$ cat src/rtl/mc_sequencer_pkg.sv
// Shared encodings for the multi-cycle sequencer and the opcode decoder.
// Keeping the opcode table in one place stops the decoder and the sequencer from disagreeing.
package mc_sequencer_pkg;

  typedef enum logic [2:0] {
    ST_IDLE   = 3'd0,
    ST_FETCH  = 3'd1,
    ST_DECODE = 3'd2,
    ST_EXEC   = 3'd3,
    ST_MEM    = 3'd4,
    ST_WB     = 3'd5,
    ST_TRAP   = 3'd6
  } state_t;

  localparam logic [6:0] OP_LUI    = 7'b0110111;
  localparam logic [6:0] OP_AUIPC  = 7'b0010111;
  localparam logic [6:0] OP_JAL    = 7'b1101111;
  localparam logic [6:0] OP_JALR   = 7'b1100111;
  localparam logic [6:0] OP_BRANCH = 7'b1100011;
  localparam logic [6:0] OP_LOAD   = 7'b0000011;
  localparam logic [6:0] OP_STORE  = 7'b0100011;
  localparam logic [6:0] OP_IMM    = 7'b0010011;
  localparam logic [6:0] OP_OP     = 7'b0110011;

endpackage

$ cat src/rtl/mc_sequencer.sv
// Multi-cycle RV32I sequencer: shares one memory port between fetch and load/store, issues register write strobes.
// Latency: 4 cycles per ALU instruction, 5 per load/store, plus one cycle per mem_ready=0 wait.
// Backpressure: mem_ready=0 holds FETCH/MEM with mem_req asserted; run is sampled only in IDLE and WB.
module mc_sequencer
  import mc_sequencer_pkg::*;
#(
  parameter int CNT_W = 32
) (
  input  logic             clk,
  input  logic             rst_n,
  input  logic             run,
  input  logic [6:0]       opcode,
  input  logic             dec_reg_wen,
  input  logic             dec_mem_rw,
  input  logic             mem_ready,
  output logic             mem_req,
  output logic             mem_we,
  output logic             mem_addr_sel,
  output logic             ir_we,
  output logic             alu_we,
  output logic             mdr_we,
  output logic             rf_we,
  output logic             pc_we,
  output logic             retire,
  output logic [CNT_W-1:0] retire_cnt,
  output logic             trap,
  output logic [2:0]       state
);

  state_t state_q, state_d;

  function automatic logic op_legal(input logic [6:0] op);
    case (op)
      OP_LUI, OP_AUIPC, OP_JAL, OP_JALR, OP_BRANCH,
      OP_LOAD, OP_STORE, OP_IMM, OP_OP: op_legal = 1'b1;
      default:                          op_legal = 1'b0;
    endcase
  endfunction

  always_ff @(posedge clk or negedge rst_n) begin
    if (!rst_n) begin
      state_q    <= ST_IDLE;
      retire_cnt <= '0;
    end else begin
      state_q <= state_d;
      if (state_q == ST_WB) retire_cnt <= retire_cnt + CNT_W'(1);
    end
  end

  always_comb begin
    state_d      = state_q;
    mem_req      = 1'b0;
    mem_we       = 1'b0;
    mem_addr_sel = 1'b0;
    ir_we        = 1'b0;
    alu_we       = 1'b0;
    mdr_we       = 1'b0;
    rf_we        = 1'b0;
    pc_we        = 1'b0;
    retire       = 1'b0;
    trap         = 1'b0;
    case (state_q)
      ST_IDLE: begin
        if (run) state_d = ST_FETCH;
      end
      ST_FETCH: begin
        mem_req = 1'b1;
        if (mem_ready) begin
          ir_we   = 1'b1;
          state_d = ST_DECODE;
        end
      end
      ST_DECODE: begin
        state_d = op_legal(opcode) ? ST_EXEC : ST_TRAP;
      end
      ST_EXEC: begin
        alu_we  = 1'b1;
        state_d = (opcode == OP_LOAD || opcode == OP_STORE) ? ST_MEM : ST_WB;
      end
      ST_MEM: begin
        mem_req      = 1'b1;
        mem_addr_sel = 1'b1;
        mem_we       = dec_mem_rw;
        if (mem_ready) begin
          mdr_we  = ~dec_mem_rw;
          state_d = ST_WB;
        end
      end
      ST_WB: begin
        // Stores and branches arrive with dec_reg_wen low, so no special case here.
        rf_we   = dec_reg_wen;
        pc_we   = 1'b1;
        retire  = 1'b1;
        state_d = run ? ST_FETCH : ST_IDLE;
      end
      ST_TRAP: begin
        trap = 1'b1;
      end
      default: begin
        state_d = ST_IDLE;
      end
    endcase
  end

  assign state = state_q;

endmodule

$ cat config.mk
export PLATFORM = sky130hd
export DESIGN_NAME = mc_sequencer
export DESIGN_NICKNAME = d
export VERILOG_FILES = /design/src/rtl/mc_sequencer_pkg.sv /design/src/rtl/mc_sequencer.sv
export SDC_FILE = /design/constraint.sdc
export NUM_CORES = 1
export LEC_CHECK = 0
export ABC_AREA = 1
export CAP_MARGIN = 20
export CORE_AREA = 2 2 85 87
export DETAILED_ROUTE_END_ITERATION = 8
export DIE_AREA = 0 0 87 89
export SYNTH_ARGS = -nofsm -noshare
export SYNTH_HDL_FRONTEND = slang
export SYNTH_SLANG_ARGS = --single-unit
$ cat constraint.sdc
create_clock -name clk -period 2.95 [get_ports clk]
set_input_delay 0.59 -clock clk [delete_from_list [all_inputs] [get_ports clk]]
set_output_delay 0.59 -clock clk [all_outputs]
set_load 0.01 [all_outputs]
==> metrics.md, run 1 <==
| Metric | Value |
|---|---|
| Cells after synthesis | 335 |
| Post-Route WL | ~5400 µm |
| First-pass GRT wire length | about 9600 µm |
| Nets | 412 |
| Initial antenna violation count | 0 |
| GPL Wtd Cong | about 0.83 |
| Starting Density | about 33% |
| First DRT Iteration DRCs | 87 |
| # hold bufs at CTS | 0 |
| CP Max Fanout | 4 |
| Worst vdd ir | 0.238 mV |
| Fin crit share | 82.5% |
| Worst Setup End Kind | primary output |
| Post-Layout Cell Count | 479 |
| Worst slew margin | 70.1% |
| Worst Skew | 0.00553 ns |
| Largest net degree at the start of global routing | 36 |
| Overall power consumption | 1.36 mW |
| Die Height | a little under 90 µm |
| FF+latch count, synth | 35 |
| Fin crit period | 2.43 ns |
| Number of port buffers | 57 |
| RSZ-0062 raised after global routing | no |
| Final Hold Fails | 0 |
| Synthesized cell area | 2250 µm² |
| R2R cell count | 7 |
| Max-cap viol count | 0 |
| # diodes | 0 |
| Cells after DPL | 471 |
| Synth top area cells | dfrtp_1 (39%), nand2_1 (20%), nor2_1 (9.2%), inv_1 (8.5%), xor2_1 (5.1%) |
| Via count | roughly 2200 |
| Gates resized, CTS repair | 0 |
| First-pass iteration count of the detailed router | 4 |
| Measured slew at the worst slew-check pin | 0.448 ns |
| Skew-Pair Late Insertion Delay | 0.28 ns |
| Top-level I/O count | 58 |
| Yosys warns | 0 |
| Post-Syn Nets | 349 |
| TritonCTS clock tree | built |
| Max Freq | 0.411 GHz |
| Layout cells sized above 1 | 4.76% |
| Leak | ~1.4 nW |
| Reg2reg setup slack | 1.26 ns |
| Cell taking the most area after synthesis | dfrtp_1 |
| Worst-path clk slew | 0.07 ns |
| Critical Path AT | 1.84 ns |
| Global route overflow | 0 |
| Crit path to | mdr_we |
| Critical path class | primary input to primary output |
| CP Launch Point | mem_ready |
| HP Class | register to register |
| WL per Instance | 11.3 µm |
| Top-area cell type share of the netlist area | 39.0% |
| Die Wd | 87 µm |
| GRT Total Usage | approximately 16% |
| # Post-CTS Setup Buffers | 0 |
| Worst EP required | 2.36 ns |
| Slew Viols, Final | 0 |
| Post-synth cell types | 28 |
| H-Tree Level Count | 2 |
| Commonest non-fill, non-tap cell in the layout | nand2_1 |
| R2r endpoint | retire_cnt[18] |
| Clock Tree Buf Depth | 2 |
| Commonest cells after routing, fill and taps aside | nand2_1 (122), clkdlybuf4s50_1 (57), nor2_1 (55), inv_1 (51), dfrtp_1 (35) |
| DRC | 0 |
| Die area | 7740 µm² |
| FP Rows | 30 |
| Area grow syn2layout | 33.3% |
| Worst R2R Start | retire_cnt[0] |
| Num CTS Buffers | 5 |
| Core Footprint | around 6700 µm² |
| Avg Inst Size Synth | 6.71 µm² |
| Post-Route Setup TNS | 0 ns |
| Pwr dens | 453 nW/µm² |
| Hold Slack | 0.532 ns |
| Avg Vias per Cell | between 4 and 5 |
| Clk sink count | 35 |
| Final ANT Viol Nets | 0 |
| Post-synthesis sequential area ratio | about two fifths |
| Finish-stage setup viols | 0 |
| CTS root buffer | clkbuf_8 |
| Status | complete, no violations |
| Vias in the first global route | between 2000 and 2500 |
| Crit start category | primary input |
| Final core utilization | 44.6% |
| HPWL after detailed placement | 4260 µm |
==> synth_stat cells, drive strengths merged <==
library cell and instances:
a21o 1, a21oi 1, and2 1, buf 3, clkinv 1, dfrtp 35
ha 1, inv 52, nand2 124, nand3 19, nand3b 3, nand4 5
nor2 57, nor3 8, nor4 1, o21ai 3, o22ai 1, or2 1
xnor2 5, xor2 13
==> cell families after synthesis <==
kind of cell             Yosys count  share of synthesized area (%)
adder cells (fa/ha/maj)            1                          0.556
AND/OR/NAND/NOR                  219                           42.3
XOR/XNOR                          18                           7.01
AO/OA/AOI/OAI                      6                           1.50
buffers and inverters             56                           9.68
flip-flops                        35                           39.0
==> layout make-up <==
type                       instances  area (µm²)
inverter                          53         200
sequential                        35         876
tap                               80         100
clock inverter                     1        5.00
timing repair buffer              59         586
fill                             689        3720
multi-input combinational        244        1150
clock buffer                       7        76.3
==> registers in the layout, summed over array words and instances (netlist names) <==
| signal | cells |
|---|---|
| retire_cnt | 32 |
| state | 3 |
==> worst max-delay path, stage by stage <==
cell and delay (ns):
clkdlybuf4s50_1 0.45, inv_1 0.07, nor3_1 0.18, clkdlybuf4s50_1 0.56
==> stage by stage <==
step	setup slack [ns]	cell area [µm²]
2_1_floorplan	1.29	2250
3_3_place_gp	0.529	2920
3_5_place_dp	0.507	2920
4_1_cts	0.508	3000
5_1_grt	0.423	3000
6_report	0.517	3000
==> how the worst min path moves through the flow <==
stage | to | slack, ns | cells after the start | start
floorplan | retire_cnt[0] | 0.29 | 0 | rst_n
global placement | retire_cnt[3] | 0.52 | 1 | retire_cnt[3]
detailed placement | retire_cnt[7] | 0.53 | 1 | retire_cnt[7]
CTS | retire_cnt[11] | 0.54 | 1 | retire_cnt[11]
global route | retire_cnt[16] | 0.54 | 1 | retire_cnt[16]
finish | retire_cnt[11] | 0.53 | 1 | retire_cnt[11]
==> power by group <==
part           switching, mW  internal, mW
Sequential            0.0672         0.522
Clock                  0.164         0.166
Combinational          0.226         0.214
Total                  0.457         0.902
==> per-layer routing <==
metal | wire length, µm | up-vias | GRT usage, %
met5 | 0 | - | 0
met4 | 35 | 0 | 4.83
li1 | - | 1131 | -
met1 | 2580 | 984 | 19.7
met3 | 198 | 2 | 3.51
met2 | 2600 | 44 | 27.3
Power figures use the tool's default switching activity.
==> run 2, diff against run 1 <==
Clock period 2.95 ns to 2.19 ns, I/O delays scaled along.
==> run 2 against run 1 <==
Sequential power grew 35%. Clock-buffer cell count increased by 1. Largest cell class unchanged. Sequential share of layout area shrank 0.29 points. Worst setup slack got worse by 0.41 ns. Largest power group unchanged.
==> metrics.md, run 2 (synthesis gave the netlist of run 1 again) <==
| Metric | Value |
|---|---|
| Starting Density | 33.5% |
| CP Max Fanout | 5 |
| WL per Instance | 11.2 µm |
| Vias in the first global route | 2108 |
| CTS root buffer | clkbuf_8 |
| Crit start category | register |
| RSZ-0062 raised after global routing | no |
| First DRT Iteration DRCs | 84 |
| Die Height | 89 µm |
| Worst EP required | 1.75 ns |
| Largest stage delay, worst path | 0.59 ns |
| Switching power | roughly 630 µW |
| Worst-path clk slew | around 0.070 ns |
| Measured slew at the worst slew-check pin | 0.446 ns |
| Max Freq | approximately 0.48 GHz |
| GRT Total Usage | 15.3% |
| Fin crit period | 2.08 ns |
| Status | complete, no violations |
| Avg Vias per Cell | 4.54 |
| Worst Setup End Kind | primary output |
| GPL Wtd Cong | 0.846 |
| Finish-stage setup viols | 0 |
| Worst Skew | 0.00969 ns |
| Via count | 2180 |
| Critical Path AT | 1.64 ns |
| Post-Route WL | between 5000 and 6000 µm |
| Final Hold Fails | 0 |
| Num CTS Buffers | 5 |
| Combinational Power Share | 31.5% |
| Skew-Pair Late Insertion Delay | 0.29 ns |
| Pwr dens | 632 nW/µm² |
| DRC | 0 |
| Critical path class | register to primary output |
| TritonCTS clock tree | built |
| Die Wd | around 87 µm |
| Seq pwr share | 41.6% |
| Die area | 7740 µm² |
| Top-level I/O count | 58 |
| Commonest cells after routing, fill and taps aside | nand2_1 (122), clkdlybuf4s50_1 (56), nor2_1 (54), inv_1 (51), dfrtp_1 (33) |
| Worst slew margin | around 70% |
| Slowest-stage cell, CP | clkdlybuf4s50_1 |
| Internal Power | between 1 and 1.5 mW |
| Hold Slack | 0.521 ns |
| Sw Ratio | 32.8% |
| Leak | 1.47 nW |
| H-Tree Level Count | 2 |
| Clock share of power | 26.9% |
| Clk sink count | 35 |
| Clock Tree Buf Depth | 2 |
| Post-Route Setup TNS | 0 ns |
| HP Class | register to register |
| Commonest non-fill, non-tap cell in the layout | nand2_1 |
| Number of port buffers | 57 |
| Top reg by flops | retire_cnt |
| First-pass iteration count of the detailed router | 4 |
| First-pass GRT wire length | 9380 µm |
| Max-cap viol count | 0 |
| Area grow syn2layout | 35.1% |
| Final ANT Viol Nets | 0 |
| Fin crit share | 94.9% |
| # diodes | 0 |
| Initial antenna violation count | 0 |
| FP Rows | 30 |
| HPWL after detailed placement | 4290 µm |
| Slew Viols, Final | 0 |
| Layout cells sized above 1 | 6.25% |
| Max reg flops | 32 |
| Nets | 413 |
| CP Cell Sequence | inv_2, nor3_1, clkdlybuf4s50_1 |
| Core Footprint | 6720 µm² |
| Global route overflow | 0 |
| Critical path buffers and inverters | 2 |
| Crit path max-delay family | buffers and inverters |
| Largest net degree at the start of global routing | 36 |
| Worst vdd ir | ~0.33 mV |
-- run 2: stage by stage --
stage	std cells	setup WS, ns	power [mW]	utilization (%)	cell area [µm²]
2_1_floorplan	335	0.684	1.11	-	2250
3_3_place_gp	472	0.0742	1.40	43.5	2920
3_5_place_dp	472	0.0505	1.41	43.5	2920
4_1_cts	480	0.00615	1.93	45.0	3030
5_1_grt	480	0.0124	2.05	45.2	3040
6_report	480	0.112	1.92	45.2	3040
-- run 2: worst paths after layout --
path	to	slack, ns	start	cells after the start
worst max-delay path	trap	0.11	state[1]	3
worst min-delay path	retire_cnt[20]	0.52	retire_cnt[20]	1
worst max register to register	retire_cnt[10]	0.51	retire_cnt[1]	7
worst min register to register	retire_cnt[20]	0.52	retire_cnt[20]	1
max in group asynchronous	state[2]	1.28	rst_n	2
min in group asynchronous	retire_cnt[19]	0.57	rst_n	2
-- run 2: final cells by class --
cell class	count	area, µm²
Fill cell	693	3680
Multi-Input combinational cell	244	1160
Tap cell	80	100
Clock buffer	8	100
Inverter	53	200
Sequential cell	35	878
Timing Repair Buffer	60	596
-- run 2: power groups by stage --
stage                     Combinational, mW  Sequential (mW)  Clock [mW]
final                                 0.605            0.798       0.516
after detailed placement              0.605            0.805           0
after global placement                0.599            0.803           0
after floorplan                       0.309            0.799           0
after global routing                  0.680            0.815       0.557
after CTS                             0.611            0.795       0.529
-- run 2: metal layers --
metal / vias up / track usage, % / share of wire (%)
met5: - / 0 / 0
met4: 0 / 4.40 / 1.3
met3: 6 / 3.23 / 4.1
met2: 43 / 26.6 / 49
met1: 992 / 19.2 / 46
li1: 1139 / - / -
-- run 2: what timing repair did --
| item | 4_1_cts | 5_1_grt |
|---|---|---|
| setup endpoints to repair | 2 | 5 |
| buffers inserted | 0 | 0 |
| gates resized for setup | 1 | 4 |
| hold buffers | 0 | 0 |
